==> src/rtl/core_pkg.sv <==
// core_pkg: shared writeback constants and types.
//   XLEN      default data width
//   REG_AW    default register address width
//   wb_src_e  writeback source identifier (also the arbiter's last-grant pointer)
//   wb_req_t  writeback request payload
package core_pkg;
    localparam int XLEN   = 32;
    localparam int REG_AW = 5;
    typedef enum logic {WB_ALU, WB_LSU} wb_src_e;
    typedef struct packed {
        logic [REG_AW-1:0] rd;
        logic [XLEN-1:0]   data;
    } wb_req_t;
endpackage

==> src/rtl/core_rr_arb2.sv <==
// core_rr_arb2: 2-input writeback arbiter, round-robin or fixed ALU priority.
//   clk, rst    clock, async active-high reset
//   req_alu_i   ALU request
//   req_lsu_i   LSU request
//   gnt_alu_o   ALU grant (combinational)
//   gnt_lsu_o   LSU grant (combinational)
module core_rr_arb2 #(
    parameter bit RR_EN = 1'b1
) (
    input  logic clk,
    input  logic rst,
    input  logic req_alu_i,
    input  logic req_lsu_i,
    output logic gnt_alu_o,
    output logic gnt_lsu_o
);
    import core_pkg::*;

    wb_src_e last_q, last_d;

    // On conflict the source not granted last time wins; reset leaves the
    // pointer at ALU so the first conflict goes to the LSU.
    always_comb begin
        gnt_lsu_o = req_lsu_i & (~req_alu_i | (RR_EN && last_q == WB_ALU));
        gnt_alu_o = req_alu_i & ~gnt_lsu_o;
        last_d    = gnt_lsu_o ? WB_LSU : (gnt_alu_o ? WB_ALU : last_q);
    end

    always_ff @(posedge clk or posedge rst) begin
        if (rst) last_q <= WB_ALU;
        else     last_q <= last_d;
    end
endmodule

==> src/rtl/core_rf_wr_arb.sv <==
// core_rf_wr_arb: shares the register-file write port between ALU and LSU
// writeback and tracks load-pending registers for decode hazard stalls.
//   clk, rst                      clock, async active-high reset
//   alu_wb_val/rd/data, _rdy      ALU writeback handshake
//   lsu_wb_val/rd/data, _rdy      load-return writeback handshake
//   lsu_iss_val/rd, _rdy          load issue (marks rd pending)
//   rf_we/rf_rd/rf_data           registered register-file write port
//   rf_busy                       registered per-register load-pending bits
module core_rf_wr_arb #(
    parameter int  XLEN  = 32,
    parameter int  NREG  = 32,
    parameter bit  RR_EN = 1'b1,
    localparam int RAW   = $clog2(NREG)
) (
    input  logic            clk,
    input  logic            rst,
    input  logic            alu_wb_val,
    input  logic [RAW-1:0]  alu_wb_rd,
    input  logic [XLEN-1:0] alu_wb_data,
    output logic            alu_wb_rdy,
    input  logic            lsu_wb_val,
    input  logic [RAW-1:0]  lsu_wb_rd,
    input  logic [XLEN-1:0] lsu_wb_data,
    output logic            lsu_wb_rdy,
    input  logic            lsu_iss_val,
    input  logic [RAW-1:0]  lsu_iss_rd,
    output logic            lsu_iss_rdy,
    output logic            rf_we,
    output logic [RAW-1:0]  rf_rd,
    output logic [XLEN-1:0] rf_data,
    output logic [NREG-1:0] rf_busy
);
    import core_pkg::*;

    logic            gnt_alu, gnt_lsu;
    wb_src_e         src;
    logic [RAW-1:0]  sel_rd;
    logic [XLEN-1:0] sel_data;
    logic            rf_we_d, rf_we_q;
    logic [RAW-1:0]  rf_rd_d, rf_rd_q;
    logic [XLEN-1:0] rf_data_d, rf_data_q;
    logic [NREG-1:0] busy_d, busy_q, set_v, clr_v;

    core_rr_arb2 #(.RR_EN(RR_EN)) u_arb (
        .clk       (clk),
        .rst       (rst),
        .req_alu_i (alu_wb_val),
        .req_lsu_i (lsu_wb_val),
        .gnt_alu_o (gnt_alu),
        .gnt_lsu_o (gnt_lsu)
    );

    always_comb begin
        src         = gnt_lsu ? WB_LSU : WB_ALU;
        sel_rd      = (src == WB_LSU) ? lsu_wb_rd : alu_wb_rd;
        sel_data    = (src == WB_LSU) ? lsu_wb_data : alu_wb_data;
        // x0 writes still handshake but never reach the register file
        rf_we_d     = (gnt_alu | gnt_lsu) && sel_rd != '0;
        rf_rd_d     = rf_we_d ? sel_rd : rf_rd_q;
        rf_data_d   = rf_we_d ? sel_data : rf_data_q;
        // a reissue to a pending rd is fine when its load returns this cycle
        lsu_iss_rdy = ~busy_q[lsu_iss_rd] | (gnt_lsu && lsu_wb_rd == lsu_iss_rd);
        set_v       = (lsu_iss_val && lsu_iss_rdy) ? NREG'(1) << lsu_iss_rd : '0;
        clr_v       = gnt_lsu ? NREG'(1) << lsu_wb_rd : '0;
        busy_d      = ((busy_q & ~clr_v) | set_v) & ~NREG'(1);
    end

    always_ff @(posedge clk or posedge rst) begin
        if (rst) begin
            rf_we_q   <= 1'b0;
            rf_rd_q   <= '0;
            rf_data_q <= '0;
            busy_q    <= '0;
        end else begin
            rf_we_q   <= rf_we_d;
            rf_rd_q   <= rf_rd_d;
            rf_data_q <= rf_data_d;
            busy_q    <= busy_d;
        end
    end

    assign alu_wb_rdy = gnt_alu;
    assign lsu_wb_rdy = gnt_lsu;
    assign rf_we      = rf_we_q;
    assign rf_rd      = rf_rd_q;
    assign rf_data    = rf_data_q;
    assign rf_busy    = busy_q;

`ifndef SYNTHESIS
    // a load return for a register that was never marked pending
    always @(posedge clk) begin
        if (!rst && gnt_lsu && lsu_wb_rd != '0)
            assert (busy_q[lsu_wb_rd]) else $error("load return to non-pending rd %0d", lsu_wb_rd);
    end
`endif
endmodule

==> config.mk <==
export PLATFORM = sky130hd
export DESIGN_NAME = core_rf_wr_arb
export DESIGN_NICKNAME = d
export VERILOG_FILES = /design/src/rtl/core_pkg.sv /design/src/rtl/core_rr_arb2.sv /design/src/rtl/core_rf_wr_arb.sv
export SDC_FILE = /design/constraint.sdc
export NUM_CORES = 1
export LEC_CHECK = 0
export BUFFER_PORTS_ARGS = -buffer_cell sky130_fd_sc_hd__buf_2
export CORE_MARGIN = 5
export CORE_UTILIZATION = 28
export CTS_CLUSTER_DIAMETER = 120
export DETAILED_ROUTE_END_ITERATION = 6
export PLACE_DENSITY = 0.57
export SYNTH_ARGS = -nofsm -noshare
export SYNTH_HDL_FRONTEND = slang
export SYNTH_SLANG_ARGS = --single-unit
==> constraint.sdc <==
create_clock -name clk -period 4.9 [get_ports clk]
set_input_delay 0.245 -clock clk [delete_from_list [all_inputs] [get_ports clk]]
set_output_delay 0.245 -clock clk [all_outputs]
set_load 0.05 [all_outputs]
==> impl_metrics.py <==
metrics = {
    "synth": {
        "synth-edff-count": 0,
        "syn_avg_cell_area_um2": 8.93,
        "synth_nets": 493,
        "syn_area_um2": 3650,
        "ys_ff_latch": 70,
        "async_flop_share_pct": 100,
        "yosysSeqAreaShare_pct": 48.0,
        "synth_cell_types": 47,
        "yosysWarnings": 0,
        "netlist_instances": 409,
        "synthFlopType": "dfrtp_1",
    },
    "power_and_ir_drop": {
        "irDropWorstVdd_uv": 232,
        "power_mw": 2.30,
        "power_density_nw_per_um2": 475,
        "p_leak_nw": 2.27,
    },
    "grt": {
        "track_usage_pct": 15.6,
        "grt_max_degree": 71,
        "grt_first_pass_wirelength_um": 19500,
        "antenna_found_initial": 0,
        "grt_pass1_vias": 3720,
        "overflow": 0,
    },
    "setup_path": {
        "cp_top_family": "compound AO/OA/AOI/OAI gates",
        "r2r-start": "u_arb.last_q$_DFFE_PP0P_",
        "cp_cell_sequence": "a21bo_2 > or3_1 > a2bb2oi_4 > buf_4 > nor2_1 > a31oi_1",
        "crit_arrival_ps": 3210,
        "cpPeakStageDelay_ps": 720,
        "critPathMaxFanout": 42,
        "start_kind": "flip-flop",
        "worstSetupStartpoint": "u_arb.last_q$_DFFE_PP0P_",
        "cpMaxStageDelayCell": "a21bo_2",
        "critical_path_required_ps": 5150,
        "cp-end-kind": "flip-flop",
        "timing.critical_path.buf_inv": 1,
        "path_class": "flip-flop to flip-flop",
    },
    "layout": {
        "syn_to_final_growth_pct": 32.8,
        "layout_commonest_cell": "buf_2",
        "regArea_um2": 1750,
        "nFillCells": 1351,
        "final_layout_size_suffix_gt1_share_pct": 36.0,
        "antenna_cells": 0,
        "multi_input_area_um2": 1720,
        "final_cell_mix": "155 x buf_2, 93 x nand2_1, 70 x dfrtp_1",
        "fin_area_um2": 4850,
        "nets": 632,
        "fin_cells": 725,
    },
    "routing": {
        "wl_met2_um": 5860,
        "drcViolationCount": 0,
        "met1_length_um": 5090,
        "top_layer": "met4",
        "dr.pass1.iters": 5,
        "drt-total-wl_um": 12200,
        "final_antenna_net_count": 0,
        "met3_length_um": 1020,
        "via_per_inst": 5.01,
        "drt-initial-drc-count": 257,
        "avgRoutedWirePerCell_um": 16.8,
        "vias": 3630,
    },
    "cts": {
        "cts_setup_buffers": 0,
        "cts_buffers": 9,
        "h-tree-depth": 3,
        "max-clock-path-buffers": 2,
        "clk_latency_ps": 330,
        "hold_buffers": 0,
        "root_buffer": "clkbuf_16",
        "numClockSinks": 70,
        "cts_tree": "yes",
        "cts.clk_slew.worst_paths_ps": 50,
        "cts_resized": 0,
    },
    "place": {
        "dpl.hpwl_um": 8930,
        "finalWeightedCongestion": 0.848,
        "numPortBuffers": 155,
        "dpl_cell_area_um2": 4500,
        "dp.cells": 709,
    },
    "die": {
        "dieArea_um2": 15400,
        "die_x_um": 124,
        "core_area_um2": 12700,
        "ios": 157,
        "start_util_pct": 28.7,
        "die_y_um": 124,
        "rows": 41,
    },
    "timing": {
        "hold_viol": 0,
        "rsz0062_at_grt": "false",
        "slew_headroom_pct": 38.9,
        "period_minus_slack_ps": 2960,
        "setup_viol": 0,
        "worstMarginPinSlew_ps": 914,
        "setup_tns_ps": 0,
        "fmax_ghz": 0.338,
        "fin_skew_ps": 6.80,
        "maxSlewViolCount": 0,
        "fin_crit_sh_pct": 60.5,
    },
    "worst_hold_path": {
        "worstHoldStart": "alu_wb_val",
        "hold_class": "input pin to flip-flop",
    },
    "flow_run": {
        "maxCapViolations": 0,
    },
    "run_status": {
        "outcome": "complete, no violations",
    },
}
## final cells by class
class / instances / share of cell area, %
well taps: 172 / 4.44
inverters: 5 / 0.387
clock buffers: 13 / 5.37
flip-flops and latches: 70 / 36.1
clock inverters: 3 / 1.86
repair buffers: 158 / 16.5
multi-input cells: 304 / 35.4
## report_power, final
part / switching, mW / total [mW] / leakage (nW) / internal, mW
Sequential: 0.0730 / 0.753 / 0.846 / 0.680
Combinational: 0.589 / 0.784 / 1.25 / 0.194
Clock: 0.240 / 0.765 / 0.170 / 0.525
Total: 0.902 / 2.30 / 2.27 / 1.40
## through the flow
stage	hold slack (ps)	worst slack (ps)	utilization, %
global placement	460	1940	35.4
finish	156	1940	38.1
floorplan	338	2470	-
global route	157	1600	38.1
CTS	143	1870	38.1
detailed placement	471	1840	35.4
## registers in the layout, indices dropped and copies added (netlist names)
| signal | count |
|---|---|
| u_arb.last_q | 1 |
| rf_data | 32 |
| rf_busy | 31 |
| rf_we | 1 |
| rf_rd | 5 |
## metal layers
metal	GRT usage, %	vias to the layer above
met5	0	-
met4	4.90	0
met3	4.03	18
met2	25.4	186
met1	20.3	1722
li1	-	1704
## final timing paths
check,endpoint,slack [ps],cells past startpoint
setup / recovery,rf_data[10]$_DFFE_PP0P_,1940,6
hold / removal,u_arb.last_q$_DFFE_PP0P_,160,2
setup reg to reg,rf_data[10]$_DFFE_PP0P_,1940,6
hold reg to reg,u_arb.last_q$_DFFE_PP0P_,480,1
max in group asynchronous,rf_data[6]$_DFFE_PP0P_,4130,3
min in group asynchronous,rf_busy[15]$_DFF_PP0_,180,3
## cell usage after synthesis (2+ instances only)
cell / number / share of area (%)
mux4_1: 2 / 1.4
dfrtp_1: 70 / 48
inv_1: 4 / 0.41
a31oi_1: 36 / 6.2
buf_1: 3 / 0.31
or2_2: 2 / 0.34
o21ai_2: 10 / 2.4
o31ai_1: 6 / 1.2
nor2_1: 46 / 4.7
nor3b_1: 2 / 0.41
nor2b_1: 2 / 0.34
nand3b_1: 4 / 0.82
clkbuf_1: 12 / 1.2
xor2_1: 2 / 0.48
mux4_2: 4 / 2.5
buf_2: 6 / 0.82
and2_1: 3 / 0.51
xnor2_1: 3 / 0.72
nor3_1: 3 / 0.41
buf_6: 8 / 2.5
mux2_2: 2 / 0.62
nand2_1: 93 / 9.6
nand2b_1: 3 / 0.51
o21ai_0: 47 / 6.4
mux2i_1: 4 / 1.1
or3_1: 4 / 0.69
nand3_1: 8 / 1.1
## worst reg2reg max path: stages, from the launching register on
cell,delay (ps)
dfrtp_1,360
a21bo_2,720
or3_1,390
a2bb2oi_4,710
buf_4,460
nor2_1,90
a31oi_1,150
## cell families (layout without fill, tap and decap cells)
kind of cell / count (synthesis) / count (layout) / synth area share, %
multiplexers: 12 / 12 / 5.62
flip-flops: 70 / 70 / 48.0
AO/OA/AOI/OAI: 111 / 111 / 19.0
buffers and inverters: 35 / 179 / 5.55
other: 1 / 1 / 0.103
AND/OR/NAND/NOR: 175 / 175 / 20.6
XOR/XNOR: 5 / 5 / 1.20
(Power assumes the default switching activity.)
